## src/rtl/seq_detect_pkg.sv

```systemverilog
// Shared state encoding and sizing helper for the serial pattern detector.
package seq_detect_pkg;

  typedef enum logic [1:0] {
    IDLE = 2'd0,
    FILL = 2'd1,
    RUN  = 2'd2
  } state_e;

  // Width of a counter that must reach pat_w-1.
  function automatic int fcnt_width(input int pat_w);
    return (pat_w <= 2) ? 1 : $clog2(pat_w);
  endfunction

endpackage

```

## src/rtl/seq_detect_param_sat_counter.sv

```systemverilog
// Saturating up-counter with synchronous clear; clear wins over increment.
module sat_counter #(
  parameter int unsigned W = 16
) (
  input  logic         clk,
  input  logic         reset,
  input  logic         inc,
  input  logic         clr,
  output logic [W-1:0] q
);

  logic [W-1:0] q_q;
  logic [W-1:0] q_d;

  always_comb begin
    q_d = q_q;
    if (clr) begin
      q_d = '0;
    end else if (inc && !(&q_q)) begin
      q_d = q_q + 1'b1;
    end
  end

  always_ff @(posedge clk or posedge reset) begin
    if (reset) begin
      q_q <= '0;
    end else begin
      q_q <= q_d;
    end
  end

  assign q = q_q;

endmodule

```

## src/rtl/seq_detect_param.sv

```systemverilog
// Serial pattern detector with loadable pattern, overlap and Mealy/registered options.
// Optional match counter enabled by defining SEQ_DETECT_MATCH_COUNT_EN.
//
// state | meaning
// IDLE  | en low, history and fill count held at zero
// FILL  | en high, fewer than PAT_W-1 bits of history collected
// RUN   | en high, history full, every accepted bit is compared
module seq_detect_param
  import seq_detect_pkg::*;
#(
  parameter int unsigned      PAT_W   = 4,
  parameter logic [PAT_W-1:0] RST_PAT = '1,
  parameter int               OVERLAP = 1,
  parameter int               MEALY   = 1,
  parameter int unsigned      CNT_W   = 16
) (
  input  logic             clk,
  input  logic             reset,
  input  logic             en,
  input  logic             pat_load,
  input  logic [PAT_W-1:0] pat_in,
  input  logic             in_valid,
  input  logic             in,
  input  logic             cnt_clr,
  output logic             match,
  output logic [1:0]       state_o,
  output logic [CNT_W-1:0] match_count
);

  localparam int FW = fcnt_width(PAT_W);
  localparam logic [FW-1:0] FCNT_MAX = FW'(PAT_W - 1);

  logic [PAT_W-1:0] pat_q, pat_d;
  logic [PAT_W-2:0] hist_q, hist_d;
  logic [FW-1:0]    fcnt_q, fcnt_d;
  logic [PAT_W-1:0] window;
  logic             accept;
  logic             full;
  logic             hit;
  state_e           state;

  always_comb begin
    accept = en && in_valid && !pat_load;
    full   = (fcnt_q == FCNT_MAX);
    window = {hist_q, in};
    hit    = accept && full && (window == pat_q);
    pat_d  = pat_load ? pat_in : pat_q;
    hist_d = hist_q;
    fcnt_d = fcnt_q;
    // Disable and reload both discard any partial sequence; the pattern itself survives disable.
    if (!en || pat_load) begin
      hist_d = '0;
      fcnt_d = '0;
    end else if (accept) begin
      hist_d = window[PAT_W-2:0];
      if (hit && (OVERLAP == 0)) begin
        fcnt_d = '0;
      end else if (!full) begin
        fcnt_d = fcnt_q + 1'b1;
      end
    end
  end

  always_comb begin
    state = IDLE;
    if (en) begin
      state = full ? RUN : FILL;
    end
  end

  assign state_o = state;

  always_ff @(posedge clk or posedge reset) begin
    if (reset) begin
      pat_q  <= RST_PAT;
      hist_q <= '0;
      fcnt_q <= '0;
    end else begin
      pat_q  <= pat_d;
      hist_q <= hist_d;
      fcnt_q <= fcnt_d;
    end
  end

  if (MEALY != 0) begin : g_mealy
    assign match = hit && !reset;
  end else begin : g_registered
    logic match_q, match_d;

    assign match_d = hit;

    always_ff @(posedge clk or posedge reset) begin
      if (reset) begin
        match_q <= 1'b0;
      end else begin
        match_q <= match_d;
      end
    end

    assign match = match_q;
  end

`ifdef SEQ_DETECT_MATCH_COUNT_EN
  sat_counter #(
    .W(CNT_W)
  ) u_match_cnt (
    .clk  (clk),
    .reset(reset),
    .inc  (hit),
    .clr  (cnt_clr),
    .q    (match_count)
  );
`else
  logic unused_cnt_clr;
  assign unused_cnt_clr = cnt_clr;
  assign match_count    = '0;
`endif

endmodule
```

## config.mk

```make
export PLATFORM = sky130hd
export DESIGN_NAME = seq_detect_param
export DESIGN_NICKNAME = d
export VERILOG_FILES = /design/src/rtl/seq_detect_pkg.sv /design/src/rtl/seq_detect_param_sat_counter.sv /design/src/rtl/seq_detect_param.sv
export SDC_FILE = /design/constraint.sdc
export NUM_CORES = 1
export LEC_CHECK = 0
export CORE_MARGIN = 3
export CORE_UTILIZATION = 38
export CTS_CLUSTER_DIAMETER = 150
export DETAILED_ROUTE_END_ITERATION = 8
export PLACE_DENSITY = 0.76
export SYNTH_ARGS = -nofsm -noshare
export SYNTH_HDL_FRONTEND = slang
export SYNTH_SLANG_ARGS = --single-unit
```

## constraint.sdc

```tcl
create_clock -name clk -period 1.4 [get_ports clk]
set_input_delay 0.42 -clock clk [delete_from_list [all_inputs] [get_ports clk]]
set_output_delay 0.42 -clock clk [all_outputs]
set_load 0.01 [all_outputs]
```

# After elaboration in Yosys (flattened, before gate mapping)
# Index checks and enable logic that the tools add are counted.
[totals] ff_bits=9 latchBits=0 ram_bits=0 romBits=0 inputBits=11 out_inout_bits=19 word_cells=25 n_memories=0
[classes] addsub=1 mul=0 n_div=0 order_cmp=0 n_eq_ne=3 shift=0 n_mux=7 bitwise=0 n_reduce_logical=11
[op_table] cell="$mux W2" count=5
[op_table] cell="$mux W3" count=2
[op_table] cell="$logic_and A1 B1 Y1" count=5
[op_table] cell="$eq A4 B4 Y1" count=1
[op_table] cell="$logic_not A1 Y1" count=3
[op_table] cell="$add A2 B1 Y2 const B" count=1
[op_table] cell="$eq A2 B2 Y1 const B" count=1
[op_table] cell="$ne A2 B1 Y1 const B" count=1
[op_table] cell="$reduce_and A2 Y1" count=1
[op_table] cell="$reduce_bool A2 Y1" count=1
[op_table] cell="$logic_or A1 B1 Y1" count=1

# Depth between registers and ports, before layout
[logic_depth] ltp_word=5 mapped_depth=4 depth_no_buf=4

# Worst setup path after synthesis
# OpenSTA, ideal clock, no wires.
[synth_timing] path_kind="reg2out" from="reg pat_q[2]" to="out match" arrival_time_ns=1.044 required_time_ns=0.980 setup_slack_ns=-0.064 path_stages_with_launch=4 path_buffers=0 path_cell_list="dfstp_2 -> xnor2_1 -> nand4_1 -> nor4_2"
[synth_between] elab_chain_len=3
[synth_rtl] element="from (decl)" line="seq_detect_param.sv:33" rtl="logic [PAT_W-1:0] pat_q, pat_d;"
[synth_rtl] element="from (signal assigned)" line="seq_detect_param.sv:79" rtl="pat_q <= pat_d;"
[synth_rtl] element="$eq A4 B4 Y1" line="seq_detect_param.sv:46" rtl="hit = accept && full && (window == pat_q);"
[synth_rtl] element="$logic_and A1 B1 Y1" line="seq_detect_param.sv:46"
[synth_rtl] element="$logic_and A1 B1 Y1" line="seq_detect_param.sv:86" rtl="assign match = hit && !reset;"
[synth_rtl] element="to (decl)" line="seq_detect_param.sv:25" rtl="output logic match,"
# Every way passes these cells.

# Final worst setup path
# Ends and elaborated chain as after synthesis.

==> impl_metrics.env <==
export IMPL_run_status="finished, violations left"
export IMPL_failed_checks="negative setup slack"
export IMPL_final_hold_violation_count=0
export IMPL_final_min_period_over_clock_period_pct=132
export IMPL_drt_antenna_violating_nets=0
export IMPL_syn_area_um2=598
export IMPL_fmax_mhz=539
export IMPL_power_total_mw=0.615
export IMPL_clkSinkCount=9
export IMPL_clk_path_buf_depth=2
export IMPL_hold_buffers=0
export IMPL_fin_crit_ps=1850
export IMPL_placedCellCount=88
export IMPL_num_nets_final=92
export IMPL_fp_coreArea_um2=1380
export IMPL_grt_pass1_vias=403
export IMPL_globalplace_congestion=0.745
export IMPL_cp_required_ps=980
export IMPL_ws_path_type="reg2out"
export IMPL_antenna_cells_inserted=0
export IMPL_core_rowCount=13
export IMPL_wl_um=1010
export IMPL_min_path_type="in2async"
export IMPL_final_core_utilization_pct=56.4
export IMPL_cpMaxStageDelayCell="sky130_fd_sc_hd__dfstp_2"
export IMPL_cp_top_family="flip-flops"
export IMPL_peakVddDrop_v=0.000514
export IMPL_layoutNonFillerInstCount=94
export IMPL_gr_usage_all_layers_pct=11.5
export IMPL_post_drt_wl_per_cell_um=10.8
export IMPL_critical_path_startpoint_type="register"
export IMPL_synth_lib_cells_used_distinct=19
export IMPL_cts_root_buffer_cell="sky130_fd_sc_hd__clkbuf_4"
export IMPL_area_growth_synth_to_final_pct=30.3
export IMPL_path_clk_slew_ps=60
export IMPL_routed_via_density=4.36
export IMPL_synth_seq_area_share_pct=38.5
export IMPL_antenna_found_initial=0
export IMPL_slowest_delay_ps=560
export IMPL_crit_path_end_kind="primary output"
export IMPL_die_area_um2=2090
export IMPL_syn_avg_cell_area_um2=10.9
export IMPL_power_density_nw_per_um2=789
export IMPL_p_leak_nw=0.388
export IMPL_design_portCount=30
export IMPL_htree_levels=1
export IMPL_grt_max_degree=10
export IMPL_critical_path_peak_fanout=2
export IMPL_rsz0062_at_grt="yes"
export IMPL_dieWidth_um=45.7
export IMPL_grt_overflow_total=0
export IMPL_clk_latency_ps=260
export IMPL_tritoncts_num_buffers=3
export IMPL_critical_path_n_buffers_inverters=1
export IMPL_die_height_um=45.7
export IMPL_synth_seq_cells=9
export IMPL_drive_gt1_share_pct=35.4
export IMPL_drv_cap=0
export IMPL_drc_errors=0
export IMPL_worstPathCellList="xnor2_2 -> nand4_1 -> nor4_4 -> buf_2"
export IMPL_drt_iter0_markers=0
export IMPL_final_max_slew_viol_count=0
export IMPL_global_route_wire_length_before_repair_um=1610
export IMPL_synth_yosys_warnings=0
export IMPL_placement_io_buffers=12
export IMPL_detailroute_via_count=410
export IMPL_setup_viol=3
export IMPL_initial_utilization_pct=43.3
export IMPL_crit_arrival_ps=1430
export IMPL_syn_inst=55
export IMPL_clock_skew_final_ps=1.93
export IMPL_cts_tree="built"
export IMPL_detail_placement_hpwl_um=775
export IMPL_first_pass_iters=1
export IMPL_final_setup_worst_slack_ps=-454
## cells in the mapped netlist
| master | n | area share, % |
|---|---|---|
| sky130_fd_sc_hd__nor4_2 | 1 | 2.1 |
| sky130_fd_sc_hd__a21oi_2 | 1 | 1.5 |
| sky130_fd_sc_hd__inv_1 | 1 | 0.63 |
| sky130_fd_sc_hd__dfrtp_1 | 5 | 21 |
| sky130_fd_sc_hd__or2_1 | 1 | 1.0 |
| sky130_fd_sc_hd__dfstp_2 | 4 | 18 |
| sky130_fd_sc_hd__ha_1 | 1 | 2.1 |
| sky130_fd_sc_hd__xnor2_1 | 4 | 5.9 |
| sky130_fd_sc_hd__nand4_1 | 1 | 1.0 |
| sky130_fd_sc_hd__mux2i_1 | 4 | 6.7 |
| sky130_fd_sc_hd__mux2_1 | 4 | 7.5 |
| sky130_fd_sc_hd__nor2b_1 | 1 | 1.0 |
| sky130_fd_sc_hd__nand2_1 | 2 | 1.3 |
| sky130_fd_sc_hd__nor2_1 | 4 | 2.5 |
| sky130_fd_sc_hd__buf_4 | 16 | 20 |
| sky130_fd_sc_hd__conb_1 | 1 | 0.63 |
| sky130_fd_sc_hd__nand2b_4 | 2 | 4.6 |
| sky130_fd_sc_hd__buf_6 | 1 | 1.9 |
| sky130_fd_sc_hd__and2_1 | 1 | 1.0 |
## metal layers
| metal | share of wire (%) | vias to the layer above | global-route usage (%) | wire length, µm |
|---|---|---|---|---|
| li1 | - | 192 | - | - |
| met1 | 38 | 189 | 12.7 | 383 |
| met2 | 48 | 26 | 17.8 | 483 |
| met3 | 11 | 3 | 3.95 | 116 |
| met4 | 3.0 | 0 | 8.77 | 30 |
| met5 | 0 | - | 0 | 0 |
## state kept, by name, indices dropped and copies added (netlist names)
signal / flops
fcnt_q: 2
pat_q: 4
hist_q: 3
## layout by cell type (no fill, tap or decap), types with 3 or more instances in the layout
cell / n
sky130_fd_sc_hd__buf_4: 10
sky130_fd_sc_hd__clkbuf_4: 3
sky130_fd_sc_hd__clkdlybuf4s50_1: 6
sky130_fd_sc_hd__conb_1: 16
sky130_fd_sc_hd__dfrtp_1: 5
sky130_fd_sc_hd__dfstp_2: 4
sky130_fd_sc_hd__dlygate4sd2_1: 3
sky130_fd_sc_hd__mux2_1: 4
sky130_fd_sc_hd__mux2i_1: 4
sky130_fd_sc_hd__nor2_1: 4
## worst paths after layout
kind | start | endpoint | slack, ps | depth (start not counted)
worst max-delay path | pat_q[2]$_DFFE_PP1P_ | match | -450 | 4
worst min-delay path | reset | hist_q[2]$_DFFE_PP0P_ | 510 | 2
worst max register to register | fcnt_q[0]$_DFFE_PP0P_ | fcnt_q[0]$_DFFE_PP0P_ | 110 | 5
worst min register to register | fcnt_q[1]$_DFFE_PP0P_ | fcnt_q[1]$_DFFE_PP0P_ | 630 | 3
max in group asynchronous | reset | pat_q[2]$_DFFE_PP1P_ | 590 | 2
min in group clk | in | hist_q[0]$_DFFE_PP0P_ | 610 | 3
## what timing repair did
item                       CTS  global route
pin swaps                    4             1
setup endpoints to repair    3             3
resized for setup           16             4
setup buffers                2             0
cloned                       0             0
## through the flow
stage               area (µm²)  hold WS (ps)  setup TNS (ps)  setup WS [ps]
floorplan                  663           245           -53.6          -53.6
global placement           731           510           -2920          -1020
detailed placement         731           525           -3010          -1050
CTS                        756           519            -699           -444
global route               779           542            -907           -560
finish                     779           512            -691           -454
## cell type report
cell class              count  area, µm²
fillers                   140        603
multi-input cells          43        318
repair buffers             22        183
flip-flops and latches      9        230
well taps                  15       18.8
inverters                   1       3.75
clock buffers               4       26.3
## power breakdown
group,total [mW],internal [mW],switching [mW]
combinational,0.122,0.0626,0.0597
sequential,0.296,0.284,0.0119
clock,0.197,0.110,0.0878
total,0.615,0.456,0.159
## logic make-up (layout without fill, tap and decap cells)
kind of cell | Yosys count | in the layout | share of synthesized area (%)
AO/OA/AOI/OAI | 1 | 1 | 1.46
XOR/XNOR | 4 | 4 | 5.86
buffers and inverters | 18 | 27 | 22.6
AND/OR/NAND/NOR | 13 | 13 | 14.6
multiplexers | 8 | 8 | 14.2
adder cells (fa/ha/maj) | 1 | 1 | 2.09
flip-flops | 9 | 9 | 38.5
other | 1 | 16 | 0.627
Note: power is estimated with default switching activity, not from simulation.
